`config.mk`:
```
export PLATFORM = sky130hd
export DESIGN_NAME = systolic_mm_engine
export DESIGN_NICKNAME = d
export VERILOG_FILES = /design/src/rtl/systolic_pkg.sv /design/src/rtl/systolic_pe.sv /design/src/rtl/systolic_mm_engine.sv
export SDC_FILE = /design/constraint.sdc
export NUM_CORES = 2
export LEC_CHECK = 0
export BUFFER_PORTS_ARGS = -buffer_cell sky130_fd_sc_hd__buf_2
export CAP_MARGIN = 15
export CORE_ASPECT_RATIO = 1.5
export CORE_MARGIN = 4
export CORE_UTILIZATION = 44
export DETAILED_ROUTE_END_ITERATION = 6
export SKIP_CTS_REPAIR_TIMING = 1
export SKIP_LAST_GASP = 1
export SLEW_MARGIN = 10
export SYNTH_ARGS = -nofsm -noshare
export SYNTH_HDL_FRONTEND = slang
export SYNTH_HIERARCHICAL = 1
export SYNTH_SLANG_ARGS = --single-unit
```
`constraint.sdc`:
```
create_clock -name clk -period 17.67 [get_ports clk]
set_input_delay 2.6505 -clock clk [delete_from_list [all_inputs] [get_ports clk]]
set_output_delay 2.6505 -clock clk [all_outputs]
set_load 0.02 [all_outputs]
```
`src/rtl/systolic_pkg.sv`:
```
// Shared FSM encoding and arithmetic helpers for the systolic matrix-multiply engine.
// Optional build macro SYSTOLIC_SAT_EN selects saturating accumulation.
package systolic_pkg;

  typedef logic [1:0] state_t;
  localparam state_t ST_IDLE  = 2'd0;
  localparam state_t ST_LOAD  = 2'd1;
  localparam state_t ST_FLUSH = 2'd2;
  localparam state_t ST_DRAIN = 2'd3;

  // Helpers work at one wide width; callers keep their own widths below it.
  localparam int MAX_W = 64;
  typedef logic signed [MAX_W-1:0] wide_t;

  function automatic int flush_len(input int rows, input int cols);
    return rows + cols - 2;
  endfunction

  function automatic wide_t sext(input wide_t v, input int w);
    return (v <<< (MAX_W - w)) >>> (MAX_W - w);
  endfunction

  function automatic wide_t sat_add(input wide_t a, input wide_t b, input int w);
    wide_t sum;
    wide_t hi;
    wide_t lo;
    wide_t res;
    sum = a + b;
    hi  = (wide_t'(1) <<< (w - 1)) - wide_t'(1);
    lo  = -hi - wide_t'(1);
    if (sum > hi)      res = hi;
    else if (sum < lo) res = lo;
    else               res = sum;
    return res;
  endfunction

endpackage

```
`src/rtl/systolic_pe.sv`:
```
// One output-stationary processing element: operand pass-through plus MAC accumulator.
// With SYSTOLIC_SAT_EN defined the accumulator saturates and keeps a sticky overflow flag.
module systolic_pe
  import systolic_pkg::*;
#(
  parameter int DW = 8,
  parameter int AW = 20
) (
  input  logic          clk,
  input  logic          rst,
  input  logic          en,
  input  logic          clr,
  input  logic [DW-1:0] a_in,
  input  logic [DW-1:0] b_in,
  output logic [DW-1:0] a_out,
  output logic [DW-1:0] b_out,
`ifdef SYSTOLIC_SAT_EN
  output logic          ovf,
`endif
  output logic [AW-1:0] acc
);

  logic [DW-1:0] a_q, a_d, b_q, b_d;
  logic [AW-1:0] acc_q, acc_d;
  logic signed [2*DW-1:0] a_ext, b_ext, prod;

  assign a_ext = {{DW{a_in[DW-1]}}, a_in};
  assign b_ext = {{DW{b_in[DW-1]}}, b_in};
  assign prod  = a_ext * b_ext;

`ifdef SYSTOLIC_SAT_EN
  logic  ovf_q, ovf_d;
  wide_t sum_w, sat_w;
  assign sum_w = sext(wide_t'(acc_q), AW) + wide_t'(prod);
  assign sat_w = sat_add(sext(wide_t'(acc_q), AW), wide_t'(prod), AW);
  assign ovf   = ovf_q;
`endif

  always_comb begin
    // NOTE: every signal driven here gets a default first, so no path can infer a latch.
    a_d   = a_q;
    b_d   = b_q;
    acc_d = acc_q;
`ifdef SYSTOLIC_SAT_EN
    ovf_d = ovf_q;
`endif
    if (clr) begin
      a_d   = '0;
      b_d   = '0;
      acc_d = '0;
`ifdef SYSTOLIC_SAT_EN
      ovf_d = 1'b0;
`endif
    end else if (en) begin
      a_d = a_in;
      b_d = b_in;
`ifdef SYSTOLIC_SAT_EN
      acc_d = AW'(sat_w);
      ovf_d = ovf_q | (sat_w != sum_w);
`else
      acc_d = AW'(sext(wide_t'(acc_q), AW) + wide_t'(prod));
`endif
    end
  end

  // NOTE: flops use non-blocking assignments so every register samples pre-edge values.
  always_ff @(posedge clk or posedge rst) begin
    if (rst) begin
      a_q   <= '0;
      b_q   <= '0;
      acc_q <= '0;
`ifdef SYSTOLIC_SAT_EN
      ovf_q <= 1'b0;
`endif
    end else begin
      a_q   <= a_d;
      b_q   <= b_d;
      acc_q <= acc_d;
`ifdef SYSTOLIC_SAT_EN
      ovf_q <= ovf_d;
`endif
    end
  end

  assign a_out = a_q;
  assign b_out = b_q;
  assign acc   = acc_q;

endmodule

```
`src/rtl/systolic_mm_engine.sv`:
```
// Output-stationary ROWS x COLS systolic engine computing C = A x B with runtime K.
// Optional build macro SYSTOLIC_SAT_EN adds saturation and the ovf_flag output.
module systolic_mm_engine
  import systolic_pkg::*;
#(
  parameter int ROWS = 4,
  parameter int COLS = 4,
  parameter int DW   = 8,
  parameter int AW   = 20,
  parameter int KMAX = 64,
  parameter int KW   = $clog2(KMAX + 1),
  localparam int RW  = (ROWS > 1) ? $clog2(ROWS) : 1
) (
  input  logic               clk,
  input  logic               rstb,
  input  logic               start,
  input  logic [KW-1:0]      k_len,
  output logic               busy,
  input  logic               in_valid,
  output logic               in_ready,
  input  logic [ROWS*DW-1:0] in_a,
  input  logic [COLS*DW-1:0] in_b,
  output logic               out_valid,
  input  logic               out_ready,
  output logic [COLS*AW-1:0] out_data,
  output logic [RW-1:0]      out_row,
`ifdef SYSTOLIC_SAT_EN
  output logic               ovf_flag,
`endif
  output logic               out_last
);

  localparam int     FL         = flush_len(ROWS, COLS);
  localparam int     FCW        = $clog2(FL + 2);
  localparam state_t AFTER_LOAD = (FL > 0) ? ST_FLUSH : ST_DRAIN;

  state_t         state_q, state_d;
  logic [KW-1:0]  k_len_q, k_len_d, k_cnt_q, k_cnt_d, k_eff;
  logic [FCW-1:0] f_cnt_q, f_cnt_d;
  logic [RW-1:0]  row_q, row_d;
  logic           clr, step;

  logic [DW-1:0] a_op [ROWS];
  logic [DW-1:0] b_op [COLS];
  logic [DW-1:0] a_h  [ROWS][COLS+1];
  logic [DW-1:0] b_v  [ROWS+1][COLS];
  logic [AW-1:0] acc_w [ROWS][COLS];
`ifdef SYSTOLIC_SAT_EN
  logic          ovf_w [ROWS][COLS];
`endif

  assign k_eff = (k_len > KW'(KMAX)) ? KW'(KMAX) : k_len;
  assign step  = ((state_q == ST_LOAD) && in_valid) || (state_q == ST_FLUSH);

  // Operands are forced to zero outside LOAD so FLUSH pushes bubbles through the array.
  always_comb begin
    for (int i = 0; i < ROWS; i++) a_op[i] = (state_q == ST_LOAD) ? in_a[i*DW +: DW] : '0;
    for (int j = 0; j < COLS; j++) b_op[j] = (state_q == ST_LOAD) ? in_b[j*DW +: DW] : '0;
  end

  for (genvar i = 0; i < ROWS; i++) begin : g_skew_a
    if (i == 0) begin : g_direct
      assign a_h[i][0] = a_op[i];
    end else begin : g_delay
      logic [DW-1:0] sr_q [i];
      logic [DW-1:0] sr_d [i];
      always_comb begin
        sr_d = sr_q;
        if (clr) begin
          for (int n = 0; n < i; n++) sr_d[n] = '0;
        end else if (step) begin
          sr_d[0] = a_op[i];
          for (int n = 1; n < i; n++) sr_d[n] = sr_q[n-1];
        end
      end
      // NOTE: skew arrays are plain flops, not RAM, so they take the async reset too.
      always_ff @(posedge clk or posedge rstb) begin
        if (rstb) begin
          for (int n = 0; n < i; n++) sr_q[n] <= '0;
        end else begin
          sr_q <= sr_d;
        end
      end
      assign a_h[i][0] = sr_q[i-1];
    end
  end

  for (genvar j = 0; j < COLS; j++) begin : g_skew_b
    if (j == 0) begin : g_direct
      assign b_v[0][j] = b_op[j];
    end else begin : g_delay
      logic [DW-1:0] sr_q [j];
      logic [DW-1:0] sr_d [j];
      always_comb begin
        sr_d = sr_q;
        if (clr) begin
          for (int n = 0; n < j; n++) sr_d[n] = '0;
        end else if (step) begin
          sr_d[0] = b_op[j];
          for (int n = 1; n < j; n++) sr_d[n] = sr_q[n-1];
        end
      end
      always_ff @(posedge clk or posedge rstb) begin
        if (rstb) begin
          for (int n = 0; n < j; n++) sr_q[n] <= '0;
        end else begin
          sr_q <= sr_d;
        end
      end
      assign b_v[0][j] = sr_q[j-1];
    end
  end

  for (genvar i = 0; i < ROWS; i++) begin : g_row
    for (genvar j = 0; j < COLS; j++) begin : g_col
      systolic_pe #(.DW(DW), .AW(AW)) u_pe (
        .clk   (clk),
        .rst   (rstb),
        .en    (step),
        .clr   (clr),
        .a_in  (a_h[i][j]),
        .b_in  (b_v[i][j]),
        .a_out (a_h[i][j+1]),
        .b_out (b_v[i+1][j]),
`ifdef SYSTOLIC_SAT_EN
        .ovf   (ovf_w[i][j]),
`endif
        .acc   (acc_w[i][j])
      );
    end
  end

  always_comb begin
    state_d = state_q;
    k_len_d = k_len_q;
    k_cnt_d = k_cnt_q;
    f_cnt_d = f_cnt_q;
    row_d   = row_q;
    clr     = 1'b0;
    case (state_q)
      ST_IDLE: if (start) begin
        clr     = 1'b1;
        k_len_d = k_eff;
        k_cnt_d = '0;
        f_cnt_d = '0;
        row_d   = '0;
        state_d = (k_eff != '0) ? ST_LOAD : AFTER_LOAD;
      end
      ST_LOAD: if (in_valid) begin
        if (k_cnt_q == k_len_q - KW'(1)) state_d = AFTER_LOAD;
        else                             k_cnt_d = k_cnt_q + KW'(1);
      end
      ST_FLUSH: begin
        if (f_cnt_q == FCW'(FL - 1)) state_d = ST_DRAIN;
        else                         f_cnt_d = f_cnt_q + FCW'(1);
      end
      ST_DRAIN: if (out_ready) begin
        if (row_q == RW'(ROWS - 1)) begin
          state_d = ST_IDLE;
          row_d   = '0;
        end else begin
          row_d = row_q + RW'(1);
        end
      end
      default: state_d = ST_IDLE;
    endcase
  end

  always_ff @(posedge clk or posedge rstb) begin
    if (rstb) begin
      state_q <= ST_IDLE;
      k_len_q <= '0;
      k_cnt_q <= '0;
      f_cnt_q <= '0;
      row_q   <= '0;
    end else begin
      state_q <= state_d;
      k_len_q <= k_len_d;
      k_cnt_q <= k_cnt_d;
      f_cnt_q <= f_cnt_d;
      row_q   <= row_d;
    end
  end

  assign busy      = (state_q != ST_IDLE);
  assign in_ready  = (state_q == ST_LOAD);
  assign out_valid = (state_q == ST_DRAIN);
  assign out_row   = row_q;
  assign out_last  = out_valid && (row_q == RW'(ROWS - 1));

  always_comb begin
    out_data = '0;
    for (int j = 0; j < COLS; j++) out_data[j*AW +: AW] = acc_w[row_q][j];
  end

`ifdef SYSTOLIC_SAT_EN
  always_comb begin
    ovf_flag = 1'b0;
    for (int j = 0; j < COLS; j++) ovf_flag = ovf_flag | ovf_w[row_q][j];
    ovf_flag = ovf_flag & out_valid;
  end
`endif

endmodule

```
==> impl_metrics.ini <==
[grt]
grt_overflow = 0
grt_max_degree = 124
grt_pass1_wl_um = 365000
met2_usage_pct = 41.6
antenna_found_initial = 13
grt_use_met3_pct = 2.23
grt_pass1_vias = 65700
grt_use_met1_pct = 28.4
grtUsageTotal_pct = 22.8
top_usage_layer = met2

[final_layout]
drive_gt1_share_pct = 6.33
fill_cells = 18000
fin_nets = 10600
syn_to_final_growth_pct = 7.07
final_cell_mix = 1629 x inv_1, 1408 x fa_1, 746 x ha_1, 627 x dfrtp_1, 618 x nand2_1
seq_area_um2 = 15700
final_common_cell = inv_1
final_util_pct = 47.3
multi_input_area_um2 = 61800

[setup_path]
crit_type = in2reg
end_kind = register
cp_top_family = adder cells
cp_slowest_stage_delay_ns = 0.66
cp_cell_sequence = buf_2, and2_1, and2_1, inv_1, fa_1, inv_1, fa_1, fa_1, fa_1, fa_1, ha_1, o21a_1, o31a_4, o21ai_2, a21oi_1, or3_1, a32o_1
crit_slowest_cell = and2_1
crit_top_cell = fa_1
critical_path_buf_inv_count = 3
crit_fanout = 13
startpoint_type = input pin
crit_required_ns = 18.24
arrival_ns = 8.03

[power_and_ir_drop]
p_leak_uw = 0.0492
p_per_area_nw_per_um2 = 125
irDropWorstVdd_v = 0.0000941

[timing]
setup_viol = 0
post-route-period-util_pct = 42.2
fmax_mhz = 134
layout_min_cycle_time_ns = 7.46
clock_skew_ns = 0.0249
tightest_slew_ns = 1.04
finalHoldViolCount = 0
slew_headroom_pct = 30.4
rsz0062_at_grt = no
hold_ws_ns = 0.506
fin_setup_tns_ns = 0
finalMaxSlewViolations = 0

[floorplan]
row_count = 197
fp.dieW_um = 366
core_um2 = 192000
dieArea_um2 = 200000
dieHeight_um = 546
io_pins = 162
start_util_pct = 44.2

[drt]
remaining_drc_errors = 0
vias = 59000
routedWlPerCell_um = 20.3
ant_nets = 0
drt-initial-drc-count = 3144
viasPerCell = 5.38
wirelength_um = 223000
firstDrtPassIters = 6

[clock_network]
clockBufferDepth = 3
clock_sinks = 629
h-tree-depth = 3
numCtsBuffers = 75
cts_tree = done
cts-root-buf = clkbuf_16
clkTransAtPathRegs_ns = 0.07
clock_latency_ns = 0.69

[yosys]
synth_area_per_cell_um2 = 10.1
syn_nets = 10600
syn-cell-area_um2 = 84800
yosysWarnings = 6
syn_inst = 8384

[worst_hold_path]
hold_path_class = reg2reg

[job]
cap_violations = 0

[placement]
place_congestion = 0.855
post-dp-hpwl_um = 182000
port_buffers = 161

[run_status]
status = finished clean
==> worst paths after layout <==
kind | to | cells after the start | start | slack (ns)
min in group asynchronous | g_row[2].g_col[3].u_pe/acc[19] | 3 | rstb | 2.17
min | g_skew_a[3].g_delay.sr_q[23] | 1 | g_skew_a[3].g_delay.sr_q[23] | 0.51
max | g_row[0].g_col[0].u_pe/acc[18] | 17 | in_b[0] | 10.21
max in group asynchronous | out_row[1] | 4 | rstb | 13.91
min reg2reg | g_skew_a[3].g_delay.sr_q[23] | 1 | g_skew_a[3].g_delay.sr_q[23] | 0.51
max reg2reg | g_row[0].g_col[0].u_pe/acc[18] | 19 | state_q[1] | 11.05
==> through the flow <==
step | area (um2) | instances | worst slack [ns] | total power (uW)
finish | 90800 | 11000 | 10.21 | 11300
global route | 90800 | 11000 | 9.99 | 12400
CTS | 90800 | 10900 | 10.26 | 11400
detailed placement | 88100 | 10800 | 9.53 | 9600
global placement | 88100 | 10800 | 9.58 | 9460
floorplan | 84800 | 8384 | 10.03 | 7540
==> final cells by class <==
| type | instances | area share [%] |
|---|---|---|
| repair buffers | 211 | 1.33 |
| multi-input cells | 5827 | 68.0 |
| inverters | 1657 | 6.87 |
| clock buffers | 89 | 2.24 |
| flip-flops and latches | 629 | 17.3 |
| well taps | 2487 | 3.43 |
| clock inverters | 49 | 0.728 |
| diodes | 6 | 0.0165 |
==> sequential cells by signal, summed over array words and instances (netlist names) <==
register and flops:
f_cnt_q 3, k_len_q 7, g_skew_b.g_delay.sr_q 32, g_skew_a.g_delay.sr_q 32
b_v 16, out_row 2, g_row.g_col.u_pe/acc 320, g_row.g_col.u_pe/a_out 96
k_cnt_q 7, g_row.g_col.u_pe/b_out 96, state_q 2, a_h 16
==> layer usage <==
layer / part of all wire [%] / routed length (um)
met5: 0.017 / 38
met4: 3.2 / 7150
met3: 3.9 / 8690
met2: 52 / 117000
met1: 40 / 90100
==> power by group <==
| part | total (uW) | internal (uW) | switching [uW] |
|---|---|---|---|
| Clock | 1730 | 1010 | 727 |
| Combinational | 6540 | 2710 | 3820 |
| Sequential | 3050 | 1910 | 1140 |
(Power assumes the default switching activity.)
